### config.mk
export PLATFORM = sky130hd
export DESIGN_NAME = touch_button_fsm
export DESIGN_NICKNAME = d
export VERILOG_FILES = /design/src/rtl/touch_button_fsm.sv
export SDC_FILE = /design/constraint.sdc
export NUM_CORES = 1
export LEC_CHECK = 0
export ABC_AREA = 1
export BUFFER_PORTS_ARGS = -buffer_cell sky130_fd_sc_hd__buf_2
export CAP_MARGIN = 15
export CORE_MARGIN = 4
export CORE_UTILIZATION = 55
export DETAILED_ROUTE_END_ITERATION = 12
export PLACE_DENSITY_LB_ADDON = 0.05
export SYNTH_ARGS = -nofsm -noshare
export SYNTH_HDL_FRONTEND = slang
export SYNTH_SLANG_ARGS = --single-unit
### constraint.sdc
create_clock -name clk -period 3.8 [get_ports clk]
set_input_delay 0.38 -clock clk [delete_from_list [all_inputs] [get_ports clk]]
set_output_delay 0.38 -clock clk [all_outputs]
set_load 0.02 [all_outputs]
### src/rtl/touch_button_fsm.sv
// Debounce and gesture FSM for one touch button: turns noisy per-sample region
// hits into clean press / long-press / release events plus level, toggle and counter.
module touch_button_fsm #(
    parameter int unsigned CONFIRM_N = 4,
    parameter int unsigned RELEASE_N = 4,
    parameter int unsigned LONG_N    = 200
) (
    input  logic       clk,
    input  logic       reset,
    input  logic       en,
    input  logic       td_valid,
    input  logic       td_hit,
    output logic       pressed,
    output logic       press_pulse,
    output logic       long_pulse,
    output logic       release_pulse,
    output logic       was_long,
    output logic       toggle,
    output logic [7:0] press_cnt
);

    localparam logic [7:0] CONFIRM_C = 8'(CONFIRM_N);
    localparam logic [7:0] RELEASE_C = 8'(RELEASE_N);
    localparam logic [9:0] LONG_C    = 10'(LONG_N);

    typedef enum logic [1:0] {IDLE, ARM, HELD, REL} state_t;

    state_t     state, state_nxt;
    logic [7:0] run_cnt, run_cnt_nxt;
    logic [9:0] hold_cnt, hold_cnt_nxt, hold_inc;
    logic       long_flag, long_flag_nxt;
    logic       pressed_nxt, press_pulse_nxt, long_pulse_nxt, release_pulse_nxt;
    logic       was_long_nxt, toggle_nxt;
    logic [7:0] press_cnt_nxt;
    logic       do_press, do_release, do_long;

    always_ff @(posedge clk or negedge reset) begin
        if (!reset) begin
            state         <= IDLE;
            run_cnt       <= '0;
            hold_cnt      <= '0;
            long_flag     <= 1'b0;
            pressed       <= 1'b0;
            press_pulse   <= 1'b0;
            long_pulse    <= 1'b0;
            release_pulse <= 1'b0;
            was_long      <= 1'b0;
            toggle        <= 1'b0;
            press_cnt     <= '0;
        end else begin
            state         <= state_nxt;
            run_cnt       <= run_cnt_nxt;
            hold_cnt      <= hold_cnt_nxt;
            long_flag     <= long_flag_nxt;
            pressed       <= pressed_nxt;
            press_pulse   <= press_pulse_nxt;
            long_pulse    <= long_pulse_nxt;
            release_pulse <= release_pulse_nxt;
            was_long      <= was_long_nxt;
            toggle        <= toggle_nxt;
            press_cnt     <= press_cnt_nxt;
        end
    end

    always_comb begin
        state_nxt         = state;
        run_cnt_nxt       = run_cnt;
        hold_cnt_nxt      = hold_cnt;
        long_flag_nxt     = long_flag;
        pressed_nxt       = pressed;
        press_pulse_nxt   = 1'b0;
        long_pulse_nxt    = 1'b0;
        release_pulse_nxt = 1'b0;
        was_long_nxt      = 1'b0;
        toggle_nxt        = toggle;
        press_cnt_nxt     = press_cnt;
        do_press          = 1'b0;
        do_release        = 1'b0;
        do_long           = 1'b0;
        hold_inc          = (hold_cnt == 10'h3FF) ? hold_cnt : hold_cnt + 10'd1;

        if (!en) begin
            state_nxt     = IDLE;
            run_cnt_nxt   = '0;
            hold_cnt_nxt  = '0;
            long_flag_nxt = 1'b0;
            pressed_nxt   = 1'b0;
        end else if (td_valid) begin
            case (state)
                IDLE: begin
                    if (td_hit) begin
                        if (CONFIRM_C == 8'd1) begin
                            do_press = 1'b1;
                        end else begin
                            state_nxt   = ARM;
                            run_cnt_nxt = 8'd1;
                        end
                    end
                end
                ARM: begin
                    if (td_hit) begin
                        if (run_cnt + 8'd1 == CONFIRM_C) do_press = 1'b1;
                        else                             run_cnt_nxt = run_cnt + 8'd1;
                    end else begin
                        state_nxt   = IDLE;
                        run_cnt_nxt = '0;
                    end
                end
                HELD: begin
                    hold_cnt_nxt = hold_inc;
                    if (td_hit) begin
                        do_long = !long_flag && (hold_inc >= LONG_C);
                    end else if (RELEASE_C == 8'd1) begin
                        do_release = 1'b1;
                    end else begin
                        state_nxt   = REL;
                        run_cnt_nxt = 8'd1;
                    end
                end
                REL: begin
                    // Held time keeps running through release glitches; a threshold
                    // crossed during a glitch is honoured on the next hit.
                    hold_cnt_nxt = hold_inc;
                    if (td_hit) begin
                        state_nxt   = HELD;
                        run_cnt_nxt = '0;
                        do_long     = !long_flag && (hold_inc >= LONG_C);
                    end else if (run_cnt + 8'd1 == RELEASE_C) begin
                        do_release = 1'b1;
                    end else begin
                        run_cnt_nxt = run_cnt + 8'd1;
                    end
                end
                default: state_nxt = IDLE;
            endcase
        end

        if (do_press) begin
            state_nxt       = HELD;
            run_cnt_nxt     = '0;
            hold_cnt_nxt    = '0;
            long_flag_nxt   = 1'b0;
            pressed_nxt     = 1'b1;
            press_pulse_nxt = 1'b1;
            toggle_nxt      = ~toggle;
            press_cnt_nxt   = press_cnt + 8'd1;
        end
        if (do_long) begin
            long_flag_nxt  = 1'b1;
            long_pulse_nxt = 1'b1;
        end
        if (do_release) begin
            state_nxt         = IDLE;
            run_cnt_nxt       = '0;
            pressed_nxt       = 1'b0;
            release_pulse_nxt = 1'b1;
            was_long_nxt      = long_flag;
        end
    end

endmodule

==> summary.md, run 1 <==
| Metric | Value |
|---|---|
| GRT Util Overall | `0.188` |
| Cell Rows | `22` |
| Sequential element share of the synthesized area | `0.401` |
| CP arrival | `2.35 ns` |
| Die area | `5040 sq um` |
| Count of hold-fix buffers inserted at cts | `0` |
| Syn nets | `286` |
| Internal | `586 uW` |
| Worst Path Required | `3.97 ns` |
| Total number of vias | `1888` |
| Net Sw Frac | `0.269` |
| Synth-to-Final Area Change | `10.8%` |
| CTS clk-pin slew, worst paths | `0.07 ns` |
| Startpoint Class | `flip-flop` |
| # diodes | `0` |
| Critical-path cell list | `ha_1 -> nor3b_1 -> nand3_2 -> nor2_8 -> nand4_4 -> nand2_4 -> inv_4 -> nand2_4 -> nand2_4 -> clkinv_4 -> nand2_1 -> o21a_1` |
| Buffer count from post-CTS setup fixing | `0` |
| Filler cells | `358` |
| Routed wire length | `4410 um` |
| Worst clock skew | `0.00534 ns` |
| Via-to-Cell Ratio | `5.39` |
| YS warnings | `0` |
| CTS sink cnt | `35` |
| Post-layout nets | `309` |
| CTS tree | `built` |
| DR WL/cell | `12.6 um` |
| Die Wd | `71.0 um` |
| Hold slack | `0.163 ns` |
| Met3 Use GR | `0.0440` |
| DPL Wire Length | `3300 um` |
| R2R Setup Slk | `1.63 ns` |
| Critical path peak fanout | `15` |
| Largest net degree at the start of global routing | `36` |
| Worst r2r src | `run_cnt[1]$_DFFE_PN0P_` |
| Most used routing layer | `met1` |
| Dpl cells | `342` |
| Total Neg Setup Slack | `0 ns` |
| Leakage Power | `0.00121 uW` |
| Met1 Track Usage GR | `0.277` |
| Worst reg2reg endpoint | `hold_cnt[2]$_DFFE_PN0P_` |
| Port Buffers | `18` |
| Die Height | `71.0 um` |
| Final period util | `0.572` |
| Fin. max-slew vios | `0` |
| Core area | `3740 sq um` |
| Initial DRC count | `169` |
| Yosys cell types | `39` |
| Ports | `19` |
| CTS buffer count | `5` |
| Unrepaired setup endpoints after global routing | `no` |
| Slowest cell delay on critical path | `0.42 ns` |
| Fmax | `460 MHz` |
| Final ANT Viol Nets | `0` |
| Vias in the first global route | `1688` |
| Sequential share of power | `0.504` |
| Initial Util | `0.583` |
| Post-synth top area share | `0.401` |
| Mapped Cells | `278` |
| Most common cell after layout, fill and taps aside | `nand2_1` |
| Mapped Area | `2180 sq um` |
| Synth area leaders | `dfrtp_1 40%, nand2_1 12%, nand3_1 5.0%` |
| PD cells | `332 nW/um^2` |
| Clk_lat worst skew | `0.28 ns` |
| First-pass GRT wire length | `7670 um` |
| PostCTS Resize Cnt | `0` |
| Avg Cell Area, Syn | `7.85 sq um` |
| Drt pass-1 iters | `4` |
| Root Buffer | `clkbuf_8` |
| Commonest cells after routing, fill and taps aside | `72 x nand2_1, 35 x dfrtp_1, 27 x inv_1` |
| DRC viols | `0` |
| Worst R2R Path Depth | `12` |
| Worst rel slew slack | `0.489` |
| Status | `complete, no violations` |
| Combinational share of power | `0.130` |
| Hold Crit Class | `in -> async` |
| Most used cell, CP | `nand2_4` |
| Max-Cap Viols | `0` |
| Tmin final | `2.17 ns` |
| Slowest-stage cell, CP | `dfrtp_1` |
| Final Hold Fails | `0` |
| Fraction of layout cells with a size suffix above 1 | `0.169` |
| GRT overflow | `0` |
| Clk pwr share | `0.366` |
| WS Path Type | `reg -> reg` |
| Slew @ Worst Pin | `0.767 ns` |
| Initial antenna violation count | `0` |
| GPL Wtd Cong | `0.910` |
| M2 GR Usage | `0.271` |
| Non-Filler Instances | `350` |
| VDD IR-drop max | `0.274 mV` |
| Clock Tree Buf Depth | `2` |
| Crit end category | `flip-flop` |
| H-tree Lvls | `2` |
| Fin util | `0.646` |
| Final setup fails | `0` |
| Total net switching power | `216 uW` |
| #FFs+latches synth | `35` |
| Synth area leader | `dfrtp_1` |
layer usage:
| layer | routed length (um) | vias up | part of all wire |
|---|---|---|---|
| li1 | - | 963 | - |
| met1 | 2210 | 871 | 0.50 |
| met2 | 1940 | 47 | 0.44 |
| met3 | 213 | 7 | 0.048 |
| met4 | 40 | 0 | 0.0091 |
| met5 | 0 | - | 0 |
logic make-up (layout without fill, tap and decap cells):
group,count (synthesis),in the layout,synth area share
buffers and inverters,35,59,0.0670
adders and majority gates,3,3,0.0172
AOI/OAI and AO/OA,30,30,0.0797
DFF,35,35,0.401
xor gates and xnor gates,12,12,0.0481
and+or+nand+nor,163,163,0.387
through the flow:
step	cell area [sq um]	setup slack [ns]	total power, uW
after floorplan	2180	1.87	487
after global placement	2320	1.66	516
after detailed placement	2320	1.65	516
after CTS	2420	1.63	813
after global routing	2420	1.41	849
final	2420	1.63	802
worst max-delay path by stage:
stage / startpoint / end / slack (ns) / cells past startpoint
3_3_place_gp: run_cnt[1]$_DFFE_PN0P_ / hold_cnt[2]$_DFFE_PN0P_ / 1.66 / 12
2_1_floorplan: run_cnt[0]$_DFFE_PN0P_ / hold_cnt[5]$_DFFE_PN0P_ / 1.87 / 13
3_5_place_dp: run_cnt[1]$_DFFE_PN0P_ / hold_cnt[2]$_DFFE_PN0P_ / 1.65 / 12
6_report: run_cnt[1]$_DFFE_PN0P_ / hold_cnt[2]$_DFFE_PN0P_ / 1.63 / 12
4_1_cts: run_cnt[1]$_DFFE_PN0P_ / hold_cnt[2]$_DFFE_PN0P_ / 1.63 / 12
5_1_grt: run_cnt[1]$_DFFE_PN0P_ / hold_cnt[0]$_DFFE_PN0P_ / 1.41 / 12
synthesized netlist by cell type:
cell	count
nand2_1	72
o21ai_0	4
nand4_2	1
o21a_1	1
or2_2	1
clkinv_4	1
xor2_1	8
o21bai_1	1
a21oi_1	11
nand4_1	17
nor2_2	1
nand3b_1	1
o21ai_2	4
buf_6	1
nor2_8	1
nand4_4	1
dfrtp_1	35
nor2_1	26
o21ai_1	7
and3_1	1
nor3b_2	1
nor3_1	5
nand3_1	22
nand2_2	1
nor3b_1	2
xnor2_1	4
inv_4	1
nand3_4	2
clkinv_1	1
clkbuf_1	1
nor2_4	2
a31oi_1	1
inv_2	3
nor3_2	1
a21o_1	1
ha_1	3
nand3_2	2
inv_1	27
nand2_4	3
final cells by class:
class | instances | area, sq um | area share
Inverter | 33 | 131 | 0.0543
Tap cell | 48 | 60.1 | 0.0248
Timing Repair Buffer | 18 | 90.1 | 0.0372
Multi-Input combinational cell | 208 | 1160 | 0.480
Clock buffer | 8 | 100 | 0.0414
Sequential cell | 35 | 876 | 0.362
power groups by stage:
| stage | clock [uW] | sequential (uW) | combinational [uW] |
|---|---|---|---|
| 2_1_floorplan | 0 | 410 | 76.2 |
| 3_3_place_gp | 0 | 411 | 104 |
| 3_5_place_dp | 0 | 412 | 105 |
| 4_1_cts | 303 | 405 | 105 |
| 5_1_grt | 321 | 408 | 120 |
| 6_report | 293 | 405 | 104 |
critical path, delay by kind of cell (launching register included):
kind,cells,cell delay [ns]
buffers and inverters,2,0.21
and+or+nand+nor,8,1.12
DFF,1,0.42
AOI/OAI and AO/OA,1,0.10
adders and majority gates,1,0.20
flip-flops by register name, indices dropped and copies added (netlist names):
name and flops:
press_pulse 1, pressed 1, was_long 1, long_flag 1, long_pulse 1, hold_cnt 10
release_pulse 1, press_cnt 8, state 2, run_cnt 8, toggle 1
(Power assumes the default switching activity.)
==> run 2, diff against run 1 <==
Settings changed: CORE_UTILIZATION 55 to 53.
Clock period 3.8 ns to 1.87 ns, I/O delays scaled along.
==> run 2 against run 1 <==
The run now ends with setup timing left. Die area grew 3.4%. Clock power grew 140%. Design area grew 25%. Combinational power grew to 3.0 times the previous value. Cell count grew 15%. Non-clock buffer count grew 49.
==> summary.md, run 2 (same netlist as run 1, synthesis figures left out) <==
| Metric | Value |
|---|---|
| GPL Wtd Cong | `0.881` |
| Dpl cells | `375` |
| # diodes | `0` |
| DPL Wire Length | `3710 um` |
| Slew @ Worst Pin | `0.788 ns` |
| Critical-path cell list | `nand2_1 -> nor2_1 -> nand3_1 -> nand2_1 -> inv_2 -> nand4_4 -> inv_2 -> nor2_4 -> nand3_4 -> nand3_4 -> nand2_1 -> nand2_1` |
| Drt pass-1 iters | `4` |
| Routed wire length | `5320 um` |
| CP arrival | `2.17 ns` |
| Critical path peak fanout | `8` |
| Failing checks | `setup timing` |
| Status | `finished, violations left` |
| Worst Path Required | `2.09 ns` |
| PD cells | `614 nW/um^2` |
| CTS sink cnt | `35` |
| DRC viols | `0` |
| Seq. cell area | `881 sq um` |
| Ports | `19` |
| Worst hold path startpoint | `en` |
| First-pass GRT wire length | `9250 um` |
| Hold slack | `0.261 ns` |
| Filler cells | `303` |
| Via-to-Cell Ratio | `5.25` |
| Tmin final | `1.95 ns` |
| Fraction of layout cells with a size suffix above 1 | `0.397` |
| Max reg flops | `10` |
| Max-Cap Viols | `0` |
| Unrepaired setup endpoints after global routing | `yes` |
| CTS clk-pin slew, worst paths | `0.07 ns` |
| Slowest cell delay on critical path | `0.45 ns` |
| WS Path Type | `reg -> reg` |
| Multi-input gate area | `1340 sq um` |
| Slowest-stage cell, CP | `dfrtp_1` |
| CTS buffer count | `5` |
| Post-route cell area | `3020 sq um` |
| Most common cell after layout, fill and taps aside | `nand2_1` |
| Cell Rows | `23` |
| Largest Register | `hold_cnt` |
| Port Buffers | `18` |
| Tot Pwr | `1850 uW` |
| Commonest cells after routing, fill and taps aside | `61 x nand2_1, 46 x buf_4, 31 x dfrtp_1` |
| Final ANT Viol Nets | `0` |
| Fin. max-slew vios | `0` |
| Die Wd | `72.2 um` |
| Most used cell, CP | `nand2_1` |
| Fmax | `513 MHz` |
| Crit end category | `flip-flop` |
| Clk_lat worst skew | `0.29 ns` |
| Top flop regs | `hold_cnt (10), press_cnt (8), run_cnt (8)` |
| VDD IR-drop max | `0.384 mV` |
| CTS tree | `built` |
| Vias in the first global route | `2087` |
| Total number of vias | `2114` |
| Die area | `5210 sq um` |
| Initial antenna violation count | `0` |
| Placement Cell Area | `2580 sq um` |
| Worst r2r src | `run_cnt[6]$_DFFE_PN0P_` |
| Clock Tree Buf Depth | `2` |
| R2R Setup Slk | `-0.08 ns` |
| Non-Filler Instances | `403` |
| Die Height | `72.2 um` |
| Post-route setup slack | `-0.0784 ns` |
| Core area | `4000 sq um` |
| H-tree Lvls | `2` |
| Final period util | `1.04` |
| Initial Util | `0.546` |
| GRT overflow | `0` |
| Final setup fails | `17` |
| Initial DRC count | `131` |
| Hold Crit Class | `in -> reg` |
| Final Hold Fails | `0` |
| Worst clock skew | `0.00953 ns` |
| Critical Path Start | `run_cnt[6]$_DFFE_PN0P_` |
| Leakage Power | `0.00149 uW` |
| Synth-to-Final Area Change | `38.2%` |
| Startpoint Class | `flip-flop` |
| DR WL/cell | `13.2 um` |
| Largest net degree at the start of global routing | `36` |
| Root Buffer | `clkbuf_8` |
| Post-layout nets | `360` |
| GRT Util Overall | `0.224` |
| Worst rel slew slack | `0.474` |
run 2: cell count changes in the layout (fill, tap and decap cells not counted), sizes merged:
cell         previous run  this run
bufinv                  0         1
clkinv                  2         3
dlygate4sd3             0         1
buf                    18        66
clkbuf                  8         6
nand3                  26        28
run 2: worst max-delay path: cells and delay by family, from the launching register on:
family / cells / cell delay, ns
flops: 1 / 0.45
simple gates: 10 / 1.30
buf+inv: 2 / 0.14
run 2: cell type report:
cell class / instances / area share
clock inverters: 2 / 0.0116
inverters: 33 / 0.0460
clock buffers: 6 / 0.0274
well taps: 50 / 0.0207
flip-flops and latches: 35 / 0.292
multi-input cells: 210 / 0.444
repair buffers: 67 / 0.158
run 2: final timing paths:
kind / end / depth (start not counted)
max reg2reg: run_cnt[6]$_DFFE_PN0P_ / 12
max: run_cnt[6]$_DFFE_PN0P_ / 12
min in group asynchronous: hold_cnt[2]$_DFFE_PN0P_ / 2
min: state[1]$_DFFE_PN0P_ / 3
max in group asynchronous: run_cnt[4]$_DFFE_PN0P_ / 2
min reg2reg: toggle$_DFFE_PN0N_ / 1
run 2: per-layer routing:
| metal | global-route usage | up-vias | wire length [um] |
|---|---|---|---|
| met2 | 0.355 | 45 | 2530 |
| met3 | 0.0499 | 6 | 244 |
| met4 | 0.0752 | 0 | 53 |
| met1 | 0.304 | 986 | 2490 |
| met5 | 0 | - | 0 |
| li1 | - | 1077 | - |
run 2: timing repair:
item,4_1_cts,5_1_grt
hold buffers,1,0
setup endpoints to repair,22,31
pin swaps,11,21
buffers inserted,7,10
hold endpoints to repair,1,0
gates cloned,2,0
gates resized for setup,13,32
run 2: power breakdown:
part           switching, uW  leakage, uW  internal (uW)
clock                    282    0.0000612            431
sequential              37.8     0.000475            787
combinational            182     0.000952            132
run 2: through the flow:
step / setup WS [ns] / TNS [ns] / utilization
6_report: -0.0784 / -0.698 / 0.754
5_1_grt: -0.206 / -4.07 / 0.754
4_1_cts: -0.0778 / -1.00 / 0.710
3_5_place_dp: -0.119 / -1.21 / 0.645
3_3_place_gp: -0.0647 / -0.518 / 0.645
2_1_floorplan: -0.0156 / -0.0829 / -
==> run 3, diff against run 2 <==
Settings changed: BUFFER_PORTS_ARGS -buffer_cell sky130_fd_sc_hd__buf_2 to default, CORE_UTILIZATION 53 to 55, DONT_BUFFER_PORTS from default to 1, GPL_ROUTABILITY_DRIVEN from default to 0.
==> run 3 against run 2 <==
The run still ends with setup timing left. Hold slack got worse by 0.15 ns. Maximum frequency decreased by 2.4%. Die area decreased by 3.2%. Via count decreased by 1.2%. Clock power decreased by 25%. Largest power group unchanged. Non-clock buffer count decreased by 18.
==> summary.md, run 3 (same netlist as run 1, synthesis figures left out) <==
| Metric | Value |
|---|---|
| Tmin final | `2.00 ns` |
| Die Wd | `71.0 um` |
| Synth-to-Final Area Change | `35.0%` |
| Core area | `3740 sq um` |
| Post-layout nets | `342` |
| Post-route setup slack | `-0.126 ns` |
| # diodes | `0` |
| Critical Path End | `state[0]$_DFFE_PN0P_` |
| Hold Path Depth | `2` |
| Slowest-stage cell, CP | `dfrtp_2` |
| Worst reg2reg endpoint | `state[0]$_DFFE_PN0P_` |
| DRC viols | `0` |
| Commonest cells after routing, fill and taps aside | `60 x nand2_1, 39 x buf_4, 33 x dfrtp_1` |
| Critical Path Start | `run_cnt[1]$_DFFE_PN0P_` |
| Hold slack | `0.113 ns` |
| Vias in the first global route | `1959` |
| Final period util | `1.07` |
| Final setup fails | `24` |
| Largest net degree at the start of global routing | `36` |
| Worst rel slew slack | `0.651` |
| Initial DRC count | `143` |
| Leakage Power | `0.00141 uW` |
| Final Hold Fails | `0` |
| Fraction of layout cells with a size suffix above 1 | `0.353` |
| Worst R2R Path Depth | `14` |
| Die Height | `71.0 um` |
| DR WL/cell | `14.6 um` |
| Total number of vias | `2088` |
| Via-to-Cell Ratio | `5.47` |
| Final ANT Viol Nets | `0` |
| H-tree Lvls | `2` |
| Worst Path Required | `2.09 ns` |
| Top flop regs | `hold_cnt (10), press_cnt (8), run_cnt (8)` |
| DPL Wire Length | `3680 um` |
| Clock Tree Buf Depth | `2` |
| Initial antenna violation count | `0` |
| Worst clock skew | `0.00719 ns` |
| First-pass GRT wire length | `8800 um` |
| GRT overflow | `0` |
| Post-route cell area | `2950 sq um` |
| Hold Crit Class | `in -> reg` |
| Slew @ Worst Pin | `0.522 ns` |
| Routed wire length | `5570 um` |
| Fin. max-slew vios | `0` |
| Filler cells | `263` |
| Ports | `19` |
| Worst r2r src | `run_cnt[1]$_DFFE_PN0P_` |
| CTS clk-pin slew, worst paths | `0.07 ns` |
| CP bufs+invs | `3` |
| Placement Cell Area | `2500 sq um` |
| Cell Rows | `22` |
| Critical path depth | `14` |
| Critical path peak fanout | `6` |
| CTS sink cnt | `35` |
| PD cells | `576 nW/um^2` |
| WS Path Type | `reg -> reg` |
| R2R Setup Slk | `-0.13 ns` |
| Die area | `5040 sq um` |
| Failing checks | `setup timing` |
| Crit end category | `flip-flop` |
| Unrepaired setup endpoints after global routing | `yes` |
| Most common cell after layout, fill and taps aside | `nand2_1` |
| CTS tree | `built` |
| Startpoint Class | `flip-flop` |
| Initial Util | `0.583` |
| Delay-heaviest family, CP | `simple AND/OR/NAND/NOR gates` |
| Fmax | `501 MHz` |
| Max-Cap Viols | `0` |
| Largest Register | `hold_cnt` |
| Status | `finished, violations left` |
| Drt pass-1 iters | `4` |
| Critical-path cell list | `buf_6 -> nand2_2 -> nor2_2 -> nand3_1 -> nand2_2 -> inv_4 -> nand4_4 -> nand2_4 -> nor2_4 -> buf_6 -> nand3b_1 -> nand3_1 -> nand2_1 -> nand2_1` |
| Clk_lat worst skew | `0.29 ns` |
| VDD IR-drop max | `0.399 mV` |
| Slowest cell delay on critical path | `0.44 ns` |
| CTS buffer count | `5` |
| CP arrival | `2.22 ns` |
| GRT Util Overall | `0.215` |
| Root Buffer | `clkbuf_8` |
| Max reg flops | `10` |
| Port Buffers | `0` |
## run 3: area by class of cell
| cell class | instances | area (sq um) | area share |
|---|---|---|---|
| Multi-Input combinational cell | 210 | 1370 | 0.466 |
| Sequential cell | 35 | 878 | 0.298 |
| Timing Repair Buffer | 49 | 413 | 0.140 |
| Inverter | 33 | 141 | 0.0480 |
| Clock buffer | 5 | 68.8 | 0.0233 |
| Tap cell | 48 | 60.1 | 0.0204 |
| Clock inverter | 2 | 13.8 | 0.00467 |
## run 3: timing repair
item	4_1_cts	5_1_grt
buffers inserted	4	9
hold endpoints to repair	35	0
pin swaps	8	23
endpoints found under the setup margin	24	31
hold buffers	2	0
resized for setup	12	43
cloned	0	2
## run 3: worst min path at each step
stage                        start                        to  slack [ns]
final                     td_valid  press_cnt[7]$_DFFE_PN0N_        0.11
after global routing            en      state[1]$_DFFE_PN0P_        0.12
after CTS                       en      state[1]$_DFFE_PN0P_        0.07
after detailed placement     reset   hold_cnt[3]$_DFFE_PN0P_       -0.11
after global placement       reset   hold_cnt[4]$_DFFE_PN0P_       -0.11
after floorplan              reset   hold_cnt[0]$_DFFE_PN0P_       -0.11
## run 3: through the flow
stage	instances	TNS, ns	utilization	power (uW)	setup slack, ns
2_1_floorplan	278	-0.0829	-	989	-0.0156
3_3_place_gp	358	-0.208	0.667	1070	-0.0516
3_5_place_dp	358	-1.04	0.667	1080	-0.117
4_1_cts	371	-0.161	0.718	1660	-0.0505
5_1_grt	382	-5.16	0.787	1800	-0.247
6_report	382	-1.53	0.787	1700	-0.126
## run 3: power by group
part / total (uW) / switching, uW / leakage (uW) / internal [uW]
clock: 533 / 279 / 0.0000440 / 255
combinational: 336 / 182 / 0.000889 / 154
sequential: 828 / 42.0 / 0.000478 / 786
## run 3: routing by layer
| layer | share of wire | vias to the layer above | GRT usage | wire (um) |
|---|---|---|---|---|
| met2 | 0.49 | 59 | 0.347 | 2740 |
| met1 | 0.44 | 990 | 0.297 | 2460 |
| met4 | 0.011 | 0 | 0.0459 | 62 |
| li1 | - | 1032 | - | - |
| met3 | 0.054 | 7 | 0.0511 | 302 |
| met5 | 0 | - | 0 | 0 |
